--- src/rtl/mem_arbiter.sv ---
`default_nettype none
// ============================================================================
// Module   : mem_arbiter
// Brief    : Single-port memory arbiter for loader, datapath and fetch
//            requesters with an IDLE/ACCESS/DONE FSM clocked on the falling
//            edge. Define MEM_ARB_ROUND_ROBIN_EN to alternate fetch and data.
// Revision : 1.0 - initial release
// ============================================================================
module mem_arbiter #(
    parameter int ADDR_W   = 16,
    parameter int DATA_W   = 16,
    parameter int WAIT_CYC = 1
) (
    input  logic              clk,
    input  logic              proc_rst,
    input  logic              ld_req,
    input  logic              ld_we,
    input  logic [ADDR_W-1:0] ld_addr,
    input  logic [DATA_W-1:0] ld_wdata,
    output logic              ld_ack,
    input  logic              d_req,
    input  logic              d_we,
    input  logic              d_lock,
    input  logic [ADDR_W-1:0] d_addr,
    input  logic [DATA_W-1:0] d_wdata,
    output logic              d_ack,
    input  logic              f_req,
    input  logic [ADDR_W-1:0] f_addr,
    output logic              f_ack,
    output logic [DATA_W-1:0] rdata,
    output logic [ADDR_W-1:0] mem_addr,
    output logic [DATA_W-1:0] mem_wdata,
    output logic              mem_re,
    output logic              mem_we,
    input  logic [DATA_W-1:0] mem_rdata,
    output logic [1:0]        grant,
    output logic              busy
);

    localparam logic [1:0] c_S_IDLE    = 2'd0;
    localparam logic [1:0] c_S_ACCESS  = 2'd1;
    localparam logic [1:0] c_S_DONE    = 2'd2;

    localparam logic [1:0] c_GNT_NONE  = 2'b00;
    localparam logic [1:0] c_GNT_FETCH = 2'b01;
    localparam logic [1:0] c_GNT_DATA  = 2'b10;
    localparam logic [1:0] c_GNT_LOAD  = 2'b11;

    localparam logic [2:0] c_CNT_INIT  = 3'(WAIT_CYC - 1);

    logic [1:0]        r_state,   w_state_nxt;
    logic [1:0]        r_grant,   w_grant_nxt;
    logic [2:0]        r_cnt,     w_cnt_nxt;
    logic              r_we,      w_we_nxt;
    logic [ADDR_W-1:0] r_addr,    w_addr_nxt;
    logic [DATA_W-1:0] r_wdata,   w_wdata_nxt;
    logic              r_mem_re,  w_mem_re_nxt;
    logic              r_mem_we,  w_mem_we_nxt;
    logic [DATA_W-1:0] r_rdata,   w_rdata_nxt;
    logic              r_ld_ack,  w_ld_ack_nxt;
    logic              r_d_ack,   w_d_ack_nxt;
    logic              r_f_ack,   w_f_ack_nxt;
    logic              w_start;
    logic [1:0]        w_pick;

`ifdef MEM_ARB_ROUND_ROBIN_EN
    logic              r_rr_fetch_last, w_rr_fetch_last_nxt;
`endif

    // Loader always wins; fetch/data ordering depends on the build option.
    always_comb begin
        w_pick = c_GNT_NONE;
        if (ld_req) begin
            w_pick = c_GNT_LOAD;
`ifdef MEM_ARB_ROUND_ROBIN_EN
        end else if (d_req && (!f_req || r_rr_fetch_last)) begin
            w_pick = c_GNT_DATA;
`else
        end else if (d_req) begin
            w_pick = c_GNT_DATA;
`endif
        end else if (f_req) begin
            w_pick = c_GNT_FETCH;
        end
    end

    always_comb begin
        w_state_nxt  = r_state;
        w_grant_nxt  = r_grant;
        w_cnt_nxt    = r_cnt;
        w_we_nxt     = r_we;
        w_addr_nxt   = r_addr;
        w_wdata_nxt  = r_wdata;
        w_mem_re_nxt = 1'b0;
        w_mem_we_nxt = 1'b0;
        w_rdata_nxt  = r_rdata;
        w_ld_ack_nxt = 1'b0;
        w_d_ack_nxt  = 1'b0;
        w_f_ack_nxt  = 1'b0;
        w_start      = 1'b0;

        case (r_state)
            c_S_IDLE: begin
                if (w_pick != c_GNT_NONE) begin
                    w_start     = 1'b1;
                    w_state_nxt = c_S_ACCESS;
                    w_grant_nxt = w_pick;
                    w_cnt_nxt   = c_CNT_INIT;
                    case (w_pick)
                        c_GNT_LOAD: begin
                            w_addr_nxt  = ld_addr;
                            w_wdata_nxt = ld_wdata;
                            w_we_nxt    = ld_we;
                        end
                        c_GNT_DATA: begin
                            w_addr_nxt  = d_addr;
                            w_wdata_nxt = d_wdata;
                            w_we_nxt    = d_we;
                        end
                        default: begin
                            w_addr_nxt  = f_addr;
                            w_wdata_nxt = '0;
                            w_we_nxt    = 1'b0;
                        end
                    endcase
                    w_mem_re_nxt = !w_we_nxt;
                    w_mem_we_nxt = w_we_nxt;
                end
            end
            c_S_ACCESS: begin
                if (r_cnt == 3'd0) begin
                    w_state_nxt = c_S_DONE;
                    if (!r_we) begin
                        w_rdata_nxt = mem_rdata;
                    end
                    w_ld_ack_nxt = (r_grant == c_GNT_LOAD);
                    w_d_ack_nxt  = (r_grant == c_GNT_DATA);
                    w_f_ack_nxt  = (r_grant == c_GNT_FETCH);
                end else begin
                    w_cnt_nxt    = r_cnt - 3'd1;
                    w_mem_re_nxt = !r_we;
                    w_mem_we_nxt = r_we;
                end
            end
            c_S_DONE: begin
                // A locked data burst keeps the port without re-arbitrating.
                if ((r_grant == c_GNT_DATA) && d_lock && d_req) begin
                    w_start      = 1'b1;
                    w_state_nxt  = c_S_ACCESS;
                    w_cnt_nxt    = c_CNT_INIT;
                    w_addr_nxt   = d_addr;
                    w_wdata_nxt  = d_wdata;
                    w_we_nxt     = d_we;
                    w_mem_re_nxt = !d_we;
                    w_mem_we_nxt = d_we;
                end else begin
                    w_state_nxt = c_S_IDLE;
                    w_grant_nxt = c_GNT_NONE;
                end
            end
            default: begin
                w_state_nxt = c_S_IDLE;
                w_grant_nxt = c_GNT_NONE;
            end
        endcase
    end

`ifdef MEM_ARB_ROUND_ROBIN_EN
    always_comb begin
        w_rr_fetch_last_nxt = r_rr_fetch_last;
        if (w_start) begin
            if (w_grant_nxt == c_GNT_FETCH) begin
                w_rr_fetch_last_nxt = 1'b1;
            end else if (w_grant_nxt == c_GNT_DATA) begin
                w_rr_fetch_last_nxt = 1'b0;
            end
        end
    end
`endif

    always_ff @(negedge clk) begin
        if (proc_rst) begin
            r_state  <= c_S_IDLE;
            r_grant  <= c_GNT_NONE;
            r_cnt    <= 3'd0;
            r_we     <= 1'b0;
            r_addr   <= '0;
            r_wdata  <= '0;
            r_mem_re <= 1'b0;
            r_mem_we <= 1'b0;
            r_rdata  <= '0;
            r_ld_ack <= 1'b0;
            r_d_ack  <= 1'b0;
            r_f_ack  <= 1'b0;
`ifdef MEM_ARB_ROUND_ROBIN_EN
            r_rr_fetch_last <= 1'b1;
`endif
        end else begin
            r_state  <= w_state_nxt;
            r_grant  <= w_grant_nxt;
            r_cnt    <= w_cnt_nxt;
            r_we     <= w_we_nxt;
            r_addr   <= w_addr_nxt;
            r_wdata  <= w_wdata_nxt;
            r_mem_re <= w_mem_re_nxt;
            r_mem_we <= w_mem_we_nxt;
            r_rdata  <= w_rdata_nxt;
            r_ld_ack <= w_ld_ack_nxt;
            r_d_ack  <= w_d_ack_nxt;
            r_f_ack  <= w_f_ack_nxt;
`ifdef MEM_ARB_ROUND_ROBIN_EN
            r_rr_fetch_last <= w_rr_fetch_last_nxt;
`endif
        end
    end

    assign ld_ack    = r_ld_ack;
    assign d_ack     = r_d_ack;
    assign f_ack     = r_f_ack;
    assign rdata     = r_rdata;
    assign mem_addr  = r_addr;
    assign mem_wdata = r_wdata;
    assign mem_re    = r_mem_re;
    assign mem_we    = r_mem_we;
    assign grant     = r_grant;
    assign busy      = (r_state != c_S_IDLE);

endmodule
`default_nettype wire

--- config.mk ---
export PLATFORM = sky130hd
export DESIGN_NAME = mem_arbiter
export DESIGN_NICKNAME = d
export VERILOG_FILES = /design/src/rtl/mem_arbiter.sv
export SDC_FILE = /design/constraint.sdc
export NUM_CORES = 1
export LEC_CHECK = 0
export CORE_MARGIN = 2
export CORE_UTILIZATION = 35
export DETAILED_ROUTE_END_ITERATION = 10
export GPL_TIMING_DRIVEN = 0
export PLACE_DENSITY = 0.75
export SYNTH_ARGS = -nofsm -noshare
export SYNTH_HDL_FRONTEND = slang
export SYNTH_SLANG_ARGS = --single-unit
--- constraint.sdc ---
create_clock -name clk -period 2.3 [get_ports clk]
set_input_delay 0.23 -clock clk [delete_from_list [all_inputs] [get_ports clk]]
set_output_delay 0.23 -clock clk [all_outputs]
set_load 0.05 [all_outputs]
; Yosys cells after proc, flatten, opt, wreduce, memory -nomap -nowiden
; Index checks and enable logic that the tools add are counted.
[op_classes]
eq_ne = 12
n_reduce_logical = 17
n_addsub = 1
n_mux = 36
bitwise_logic = 3
[op_table]
columns = operator, n
row1 = 16-bit one-hot mux with 2 select lines, 4
row2 = 16-bit 2-to-1 mux, 4
row3 = 1-bit 2-to-1 mux, 12
row4 = 2-bit 2-to-1 mux, 6
row5 = 2-bit one-hot mux with 3 select lines, 2
row6 = "2-bit == test, second input constant", 5
row7 = "2-bit != test, second input constant", 5
row8 = 3-bit 2-to-1 mux, 3
row9 = 3-bit one-hot mux with 3 select lines, 1
row10 = 3-bit AND reduction, 3
row11 = 1-bit one-hot mux with 3 select lines, 2
row12 = 2-bit nonzero test, 3
row13 = "2-bit by 1-bit == test with 1-bit output, second input constant", 2
row14 = 1-bit one-hot mux with 2 select lines, 2
row15 = 4-bit AND reduction, 1
row16 = 1-bit zero test, 3
row17 = 3-bit zero test, 1
row18 = 1-bit NOT, 3
row19 = 3-bit nonzero test, 1
row20 = 3-bit OR reduction, 1
row21 = "3-bit by 1-bit subtractor with 3-bit output, second input constant", 1
row22 = 1-bit logical AND, 2
row23 = 2-bit zero test, 1
row24 = 2-bit AND reduction, 1
[word_totals]
elab_cells = 81
out_inout_bits = 56
register_bits = 61
inputBits = 104

; Logic depth before layout (Yosys ltp)
; Gate-level depths: netlist of the first run.
[logic_depth]
ltp_word = 10
depth_mapped = 8
ltp_nobuf = 6

==> metrics.txt, run 1 <==
unrepaired setup endpoints after global routing=true; number of max-capacitance violations reported=0; number of hold buffers added after CTS=0; grt met2 use=39.2%; DP Wirelength=6500 um; violations in the final reports=negative setup slack; buffers from clock root to sink, at most=2; ys async rst share=0%; hold violation count in the final report=0; nets@finish=663; share of cell area taken by muxes after synthesis=0%; site row count=32; GR peak layer=met2; Critical Path Max Stage Delay=0.36 ns; pre-CTS worst setup slack=-0.851 ns; VDD IR-drop max=0.442 mV; vias in the first global route=3442; met1 layer usage reported by global route=24.6%; Top Family by Delay on Critical Path=flip-flops; post-synthesis cell type count=38; area share of xor/xnor cells in the synthesized design=0.645%; synthesized area divided by synthesized cell count=8.78 um^2; number of enable flip-flop cells after synthesis=0; clock tree sinks=61; mapped cell area=2710 um^2; utilization after layout=71.8%; final number of max-transition violations=0; Critical Path RT=2.07 ns; most numerous cell types in the synthesized netlist=sky130_fd_sc_hd__dfxtp_1, sky130_fd_sc_hd__nand2_1, sky130_fd_sc_hd__nor2_1, sky130_fd_sc_hd__a221oi_1, sky130_fd_sc_hd__nor3_1; Post-Syn Instances=309; total length of routed wires=9810 um; sum of buffers and inverters on the critical path=2; floorplan core area=7610 um^2; total power draw=4.02 mW; global-route wire length before repair=15400 um; slew at the pin closest to its max-slew limit=0.800 ns; clk_lat worst skew=0.38 ns; routed len/inst=14.8 um; crit path setup slack, layout=-0.143 ns; Hold Path Class=register to register; global placer's final weighted congestion=0.767; combined global-route utilization of all metal layers=22.7%; most instantiated library cell after synthesis=sky130_fd_sc_hd__dfxtp_1; Buffers on Ports=159; area leader, netlist=sky130_fd_sc_hd__dfxtp_1; clock input transition at the sequential cells of the worst setup and hold paths=0.03 ns; DRC violation count after routing=0; Ys Warns=0; starting density of the core=35.7%; classification of the worst setup path=register to output pin; Total Die Area=8470 um^2; adder and majority gate portion of the synthesized area=0.922%; net count of the mapped netlist=415; maximum number of pins on one net before global-route repair=11; area fraction of the dominant cell type after synthesis=45.0%; dominant cells by area after synthesis=sky130_fd_sc_hd__dfxtp_1, sky130_fd_sc_hd__a221oi_1, sky130_fd_sc_hd__nor3_1, sky130_fd_sc_hd__nand2_1, sky130_fd_sc_hd__a22o_1; master of the slowest instance on the critical path=sky130_fd_sc_hd__dfxtp_4; basic-gate share of the synthesized area counting and, or, nand and nor cells=22.7%; number of ports placed on the die boundary=160; number of storage elements in the synthesis netlist=61; clock tree from TritonCTS=yes; number of H-tree branching levels=3; capturing element type of the critical path=output pin; kind of start point of the critical path=register; initial DRC count=65; status=complete, but fails checks; area delta synth->final=101%; total via count in the routed design=3332; met3 usage in global routing=8.55%; chain of cells forming the critical path=nor2_4 -> inv_2 -> buf_8; worst endpoint data arrival time=2.21 ns; number of diodes added for antenna fixing=0; grt total ovfl=0; fraction of the yosys area taken by sequential cells=45.0%; total setup violations reported at the end of the flow=16; die height=92.1 um; standby leakage power=2.43 nW; filler cell count=580; number of nets with antenna violations after detailed routing=0; clk root buf=sky130_fd_sc_hd__clkbuf_8; compound-gate portion of the synthesized area=23.6%; via density per instance=5.02; worst slew slack as a fraction of its limit=46.7%; antenna violations before repair=0; horizontal die dimension=92.1 um; Crit Path Max Fanout=7; Inserted Clock Buffers=9; share of post-route cells with drive strength above 1=36.8%; clock skew after layout=0.0149 ns; detailed-routing iteration count for the pre-antenna-repair pass=5; Post-synth top flop=sky130_fd_sc_hd__dfxtp_1; Pwr per Cell Area=736 nW/um^2; dominant combinational cell family by area after synthesis=compound AO/OA/AOI/OAI gates
-- power breakdown --
part / switching [mW] / total, mW / internal [mW]
Clock: 0.686 / 1.32 / 0.630
Sequential: 0.0835 / 1.27 / 1.19
Combinational: 0.782 / 1.43 / 0.651
-- state kept, by name (all words and copies together), names as in the netlist, 2 cells and up --
| name | flops |
|---|---|
| grant | 2 |
| r_cnt | 3 |
| mem_wdata | 16 |
| r_state | 2 |
| mem_addr | 16 |
| rdata | 16 |
-- cell usage in the layout (no fill, tap or decap), drive strengths merged, types with 2 or more instances in the layout --
cell type,n
nor3,35
buf,97
clkinvlp,4
ha,2
clkbuf,16
inv,69
a21oi,19
clkdlybuf4s50,99
a22o,17
a221oi,32
and3,2
o21ai,3
nor2b,2
nand2,41
nor2,41
nand2b,3
dfxtp,61
-- cell type report --
type,instances,area [um^2],area share [%]
Clock buffer,9,124,2.27
Sequential cell,61,1270,23.3
Clock inverter,68,292,5.34
Inverter,6,22.5,0.412
Timing Repair Buffer,179,1840,33.7
Buffer,25,206,3.78
Multi-Input combinational cell,214,1570,28.8
Tap cell,102,128,2.34
-- cells by family after synthesis --
| family | Yosys count |
|---|---|
| and+or+nand+nor | 131 |
| AOI/OAI and AO/OA | 79 |
| adders and majority gates | 2 |
| xor gates and xnor gates | 2 |
| buffers and inverters | 34 |
| DFF | 61 |
-- worst min-delay path: cells and delay by family (launching register included) --
kind               cells  cell delay, ns
DFF                    1            0.31
AOI/OAI and AO/OA      1            0.05
and+or+nand+nor        1            0.05
-- stage by stage --
step | hold WS (ns) | TNS (ns) | cell area, um^2 | instances
3_5_place_dp | 0.450 | -54.41 | 4440 | 570
3_3_place_gp | 0.442 | -53.49 | 4440 | 570
6_report | 0.458 | -0.567 | 5460 | 664
2_1_floorplan | 0.446 | -5.64 | 2720 | 309
4_1_cts | 0.455 | -0.785 | 5190 | 659
5_1_grt | 0.478 | -1.46 | 5460 | 664
-- layer usage --
layer | vias to the layer above | wire length [um]
met1 | 1574 | 3900
met3 | 18 | 528
met5 | - | 0
li1 | 1621 | -
met4 | 0 | 207
met2 | 119 | 5170
-- worst paths after layout --
kind	start	end	slack, ns	cells after the start
setup / recovery	r_state[0]	busy	-0.14	3
hold reg to reg	rdata[5]	rdata[5]	0.46	2
hold / removal	rdata[5]	rdata[5]	0.46	2
setup reg to reg	r_state[0]	mem_addr[2]	0.52	5
-- timing repair --
item,in CTS,in global routing
setup endpoints to repair,112,101
pin swaps,30,6
resized for setup,436,97
gates cloned,3,0
buffers inserted,13,8
(Power assumes the default switching activity.)
==> run 2, diff against run 1 <==
--- a/config.mk
+++ b/config.mk
@@ -5,7 +5,8 @@
 export SDC_FILE = /design/constraint.sdc
 export NUM_CORES = 1
 export LEC_CHECK = 0
-export CORE_MARGIN = 2
+export ABC_CLOCK_PERIOD_IN_PS = 2300
+export CORE_MARGIN = 4
 export CORE_UTILIZATION = 35
 export DETAILED_ROUTE_END_ITERATION = 10
 export GPL_TIMING_DRIVEN = 0
==> constraint.sdc (replaced) <==
create_clock -name clk -period 2.3 [get_ports clk]
set_input_delay 0.46 -clock clk [delete_from_list [all_inputs] [get_ports clk]]
set_output_delay 0.46 -clock clk [all_outputs]
set_load 0.05 [all_outputs]
==> metrics.txt, run 2 (synthesis gave the netlist of run 1 again) <==
WHS=0.467 ns (+0.00916 ns); capturing element type of the critical path=output pin; HP Start=rdata[4]; clock input transition at the sequential cells of the worst setup and hold paths=0.05 ns (+0.02 ns); worst endpoint data arrival time=2.38 ns (+0.17 ns); critical path launch point=r_state[1]; site row count=31 (-3.1%); antenna violations before repair=0 (unchanged); combinational group share of total power=40.8% (+5.1 points); master of the slowest instance on the critical path=sky130_fd_sc_hd__dfxtp_1; Hold Path Class=register to register; clock tree sinks=61 (unchanged); maximum number of pins on one net before global-route repair=12 (+1); leading cell types in the layout, fill and taps excluded=sky130_fd_sc_hd__clkdlybuf4s50_1, sky130_fd_sc_hd__inv_1, sky130_fd_sc_hd__buf_8; number of stages on the worst hold path=2 (unchanged); number of diodes added for antenna fixing=0 (unchanged); DP Wirelength=6870 um (+5.8%); pre-CTS worst setup slack=-1.10 ns (-0.249 ns); vias in the first global route=3771 (+9.6%); clock tree from TritonCTS=yes; horizontal die dimension=96.1 um (+4.3%); Crit Path Max Fanout=6 (-1); detailed-routing iteration count for the pre-antenna-repair pass=4 (-1); standby leakage power=2.78 nW (+15%); worst slew slack as a fraction of its limit=58.7% (+12 points); slew at the pin closest to its max-slew limit=0.616 ns (-0.184 ns); violations in the final reports=negative setup slack; net switching power=1.91 mW (+23%); Inserted Clock Buffers=9 (unchanged); Top Family by Delay on Critical Path=buffers and inverters; starting density of the core=36.6% (+0.96 points); Critical Path RT=1.84 ns (-0.23 ns); total via count in the routed design=3708 (+11%); clk root buf=sky130_fd_sc_hd__clkbuf_8; classification of the worst setup path=register to output pin; number of H-tree branching levels=3 (unchanged); global-route wire length before repair=17300 um (+12%); worst reg2reg startpoint=r_state[1]; clock skew after layout=0.0556 ns (+0.0407 ns); kind of start point of the critical path=register; total length of routed wires=13600 um (+39%); number of ports placed on the die boundary=160 (unchanged); final number of max-transition violations=0 (unchanged); routed len/inst=19.6 um (+33%); P_int=2.63 mW (+6.8%); via density per instance=5.34 (+6.3%); DRC violation count after routing=0 (unchanged); nets@finish=697 (+5.1%); Buffers on Ports=159 (unchanged); die height=96.1 um (+4.3%); area delta synth->final=135%; leading cell type in the layout, fill and taps excluded=sky130_fd_sc_hd__clkdlybuf4s50_1; combined global-route utilization of all metal layers=24.4% (+1.6 points); hold endpoint=rdata[4]; endpoint of the worst-slack reg-to-reg timing path=rdata[7]; portion of total power attributed to the clock network=30.6% (-2.1 points); buffers from clock root to sink, at most=2 (unchanged); crit path setup slack, layout=-0.542 ns (-0.399 ns); total setup violations reported at the end of the flow=93 (+77); Total Die Area=9230 um^2 (+8.9%); number of cells traversed by the worst register-to-register path=7 (+2); share of post-route cells with drive strength above 1=49.5% (+13 points); grt total ovfl=0 (unchanged); global placer's final weighted congestion=0.784 (+2.3%); initial DRC count=187 (+190%); number of max-capacitance violations reported=0 (unchanged); switching power share of the total=42.0% (+3.4 points); floorplan core area=7410 um^2 (-2.6%); filler cell count=346 (-40%); chain of cells forming the critical path=buf_6 -> nor2_4 -> clkinvlp_4 -> buf_8; hold violation count in the final report=0 (unchanged); sum of buffers and inverters on the critical path=3 (+1); Flop pwr share=28.7% (-2.9 points); worst-case register-to-register setup slack=0.27 ns (-0.25 ns); unrepaired setup endpoints after global routing=true; clk_lat worst skew=0.44 ns (+0.06 ns); number of nets with antenna violations after detailed routing=0 (unchanged); Critical Path Max Stage Delay=0.30 ns (-0.06 ns); VDD IR-drop max=0.506 mV (+15%); status=complete, but fails checks; Pwr per Cell Area=712 nW/um^2 (-3.3%)
==> run 2: cell count changes in the layout (fill, tap and decap cells not counted), sizes merged <==
cell | previous run | this run
dlygate4sd2 | 0 | 1
buf | 97 | 127
clkdlybuf4s50 | 99 | 97
bufinv | 1 | 0
clkbuf | 16 | 21
dlymetal6s2s | 0 | 1
clkinvlp | 4 | 3
inv | 69 | 70
clkinv | 0 | 1
clkdlybuf4s15 | 1 | 0
==> run 2: how the worst max path moves through the flow <==
stage                     to  slack (ns)  cells after the start
2_1_floorplan    mem_addr[0]       -0.41                      6
3_3_place_gp    mem_wdata[0]       -1.09                      6
3_5_place_dp   mem_wdata[10]       -1.10                      6
4_1_cts                 busy       -0.53                      4
5_1_grt                 busy       -0.62                      4
6_report                busy       -0.54                      4
==> run 2: metal layers <==
metal / share of wire, % / GRT usage, % / vias to the layer above
li1: - / - / 1700
met1: 35 / 24.8 / 1774
met2: 54 / 43.5 / 195
met3: 7.5 / 8.29 / 39
met4: 3.3 / 13.2 / 0
met5: 0 / 0 / -
==> run 2: final cells by class <==
cell class / count / area (um^2) / area share (%)
buffer: 26 / 277 / 4.33
clock buffer: 9 / 124 / 1.94
clock inverter: 68 / 275 / 4.31
inverter: 6 / 26.3 / 0.412
multi-input combinational: 214 / 1800 / 28.2
sequential: 61 / 1360 / 21.4
tap: 99 / 124 / 1.94
timing repair buffer: 212 / 2390 / 37.5
==> run 2: worst min-delay path, delay by kind of cell (launching register included) <==
kind / cells / cell delay (ns)
flip-flops: 1 / 0.32
AND/OR/NAND/NOR: 1 / 0.05
AO/OA/AOI/OAI: 1 / 0.05
==> run 2: through the flow <==
step | instances | util, % | TNS [ns] | power [mW] | cell area [um^2]
floorplan | 309 | - | -14.58 | 2.14 | 2770
global placement | 567 | 60.5 | -75.71 | 2.61 | 4480
detailed placement | 567 | 60.5 | -76.86 | 2.62 | 4480
CTS | 667 | 78.4 | -18.77 | 4.20 | 5810
global route | 695 | 86.1 | -21.54 | 4.78 | 6380
finish | 695 | 86.1 | -19.53 | 4.54 | 6380
==> run 2: timing repair <==
item                       CTS  global route
pin swaps                   29            14
gates resized for setup    618            90
cloned                       7             0
hold buffers                 0             0
setup buffers               17            32
setup endpoints to repair  112           103
==> run 2: power by group through the flow <==
stage / sequential [mW] / clock, mW / combinational [mW]
after floorplan: 1.59 / 0.164 / 0.386
after global placement: 1.24 / 0.164 / 1.21
after detailed placement: 1.24 / 0.164 / 1.22
after CTS: 1.30 / 1.32 / 1.58
after global routing: 1.31 / 1.54 / 1.93
final: 1.30 / 1.39 / 1.85
==> run 3, diff against run 2 <==
--- a/config.mk
+++ b/config.mk
@@ -9,7 +9,6 @@
 export CORE_MARGIN = 4
 export CORE_UTILIZATION = 35
 export DETAILED_ROUTE_END_ITERATION = 10
-export GPL_TIMING_DRIVEN = 0
 export PLACE_DENSITY = 0.75
 export SYNTH_ARGS = -nofsm -noshare
 export SYNTH_HDL_FRONTEND = slang
==> metrics.txt, run 3 (synthesis gave the netlist of run 1 again) <==
status=complete, but fails checks; violations in the final reports=negative setup slack; buffers from clock root to sink, at most=2 (unchanged); global-route wire length before repair=18500 um (+7.4%); Inserted Clock Buffers=9 (unchanged); clock input transition at the sequential cells of the worst setup and hold paths=0.08 ns (+0.03 ns); die height=96.1 um (unchanged); total setup violations reported at the end of the flow=95 (+2.2%); initial DRC count=152 (-19%); slew at the pin closest to its max-slew limit=0.738 ns (+0.123 ns); total power draw=4.71 mW (+3.7%); Buffers on Ports=159 (unchanged); worst endpoint data arrival time=2.36 ns (-0.02 ns); crit path setup slack, layout=-0.525 ns (+0.0179 ns); antenna violations before repair=0 (unchanged); final number of max-transition violations=0 (unchanged); number of ports placed on the die boundary=160 (unchanged); pre-CTS worst setup slack=-1.00 ns (+0.0990 ns); floorplan core area=7410 um^2 (unchanged); site row count=31 (unchanged); number of H-tree branching levels=3 (unchanged); DRC violation count after routing=0 (unchanged); clk root buf=sky130_fd_sc_hd__clkbuf_8; total length of routed wires=15400 um (+13%); DP Wirelength=7340 um (+6.8%); maximum number of pins on one net before global-route repair=33 (+21); detailed-routing iteration count for the pre-antenna-repair pass=5 (+1); combined global-route utilization of all metal layers=26.3% (+2.0 points); summed negative setup slack over all endpoints=-19.55 ns (-0.0190 ns); nets@finish=687 (-1.4%); DP Cell Count=564 (-0.53%); clk_lat worst skew=0.41 ns (-0.03 ns); number of nets with antenna violations after detailed routing=0 (unchanged); final std cells w/o fill=684 (-1.6%); horizontal die dimension=96.1 um (unchanged); clock tree from TritonCTS=yes; leading cell type in the layout, fill and taps excluded=sky130_fd_sc_hd__clkdlybuf4s50_1; clock tree sinks=61 (unchanged); hold violation count in the final report=0 (unchanged); unrepaired setup endpoints after global routing=true; Critical Path RT=1.84 ns (about the same); classification of the worst setup path=register to output pin; routed len/inst=22.4 um (+15%); Total Die Area=9230 um^2 (unchanged); clock skew after layout=0.0445 ns (-0.0111 ns); standby leakage power=2.82 nW (+1.3%); via density per instance=5.57 (+4.5%); grt total ovfl=0 (unchanged); Hold Path Class=register to register; share of post-route cells with drive strength above 1=50.1% (+0.59 points); VDD IR-drop max=0.476 mV (-6.0%); capturing element type of the critical path=output pin; area delta synth->final=144%; number of diodes added for antenna fixing=0 (unchanged); leading cell types in the layout, fill and taps excluded=sky130_fd_sc_hd__clkdlybuf4s50_1, sky130_fd_sc_hd__inv_1, sky130_fd_sc_hd__buf_12; Pwr per Cell Area=710 nW/um^2 (-0.21%); global placer's final weighted congestion=0.774 (-1.3%); number of hold buffers added after CTS=0 (unchanged); starting density of the core=36.6% (unchanged); vias in the first global route=3964 (+5.1%); number of max-capacitance violations reported=0 (unchanged); worst slew slack as a fraction of its limit=50.7% (-8.1 points); kind of start point of the critical path=register; Crit Path Max Fanout=2 (-4); total via count in the routed design=3812 (+2.8%)
==> run 3: cell count changes in the layout (fill, tap and decap cells not counted), sizes merged <==
cell / change
buf: +2
clkbuf: -11
inv: -2
clkinvlp: +1
dlymetal6s2s: -1
==> run 3: critical path, cell delays in order (launching register included) <==
cell and delay, ns:
sky130_fd_sc_hd__dfxtp_2 0.36, sky130_fd_sc_hd__nor2_4 0.15, sky130_fd_sc_hd__clkinvlp_4 0.13, sky130_fd_sc_hd__buf_12 0.16
==> run 3: power by group <==
group / total, mW / switching, mW / internal (mW) / leakage, nW
Combinational: 2.01 / 0.980 / 1.03 / 1.88
Clock: 1.38 / 0.856 / 0.522 / 0.403
Sequential: 1.32 / 0.125 / 1.19 / 0.529
==> run 3: cell type report <==
type / count / area (um^2)
Timing Repair Buffer: 228 / 2910
Clock inverter: 67 / 265
Tap cell: 99 / 124
Sequential cell: 61 / 1340
Clock buffer: 9 / 124
Fill cell: 308 / 778
Inverter: 6 / 26.3
Multi-Input combinational cell: 214 / 1840
==> run 3: worst paths after layout <==
check / from / endpoint / slack [ns] / cells past startpoint
setup / recovery: r_state[0] / busy / -0.52 / 3
hold / removal: rdata[6] / rdata[6] / 0.47 / 2
hold reg to reg: rdata[6] / rdata[6] / 0.47 / 2
setup reg to reg: r_state[0] / rdata[1] / 0.09 / 6
==> run 3: stage by stage <==
step | cell area [um^2] | utilization [%] | hold WS (ns)
floorplan | 2770 | - | 0.442
global placement | 5080 | 68.5 | 0.456
detailed placement | 5080 | 68.5 | 0.468
CTS | 6150 | 83.0 | 0.472
global route | 6630 | 89.5 | 0.488
finish | 6630 | 89.5 | 0.475
==> run 3: routing by layer <==
metal / part of all wire [%] / wire, um / global-route usage, % / vias up
li1: - / - / - / 1672
met1: 31 / 4820 / 25.0 / 1790
met2: 55 / 8460 / 48.9 / 263
met3: 7.3 / 1130 / 7.74 / 87
met4: 6.2 / 949 / 16.5 / 0
met5: 0 / 0 / 0 / -
==> run 3: what timing repair did <==
action                                  in CTS  in global routing
setup buffers                               19                 18
pin swaps                                   27                 16
gates cloned                                 7                  1
endpoints found under the setup margin      96                 95
gates resized for setup                    145                 73
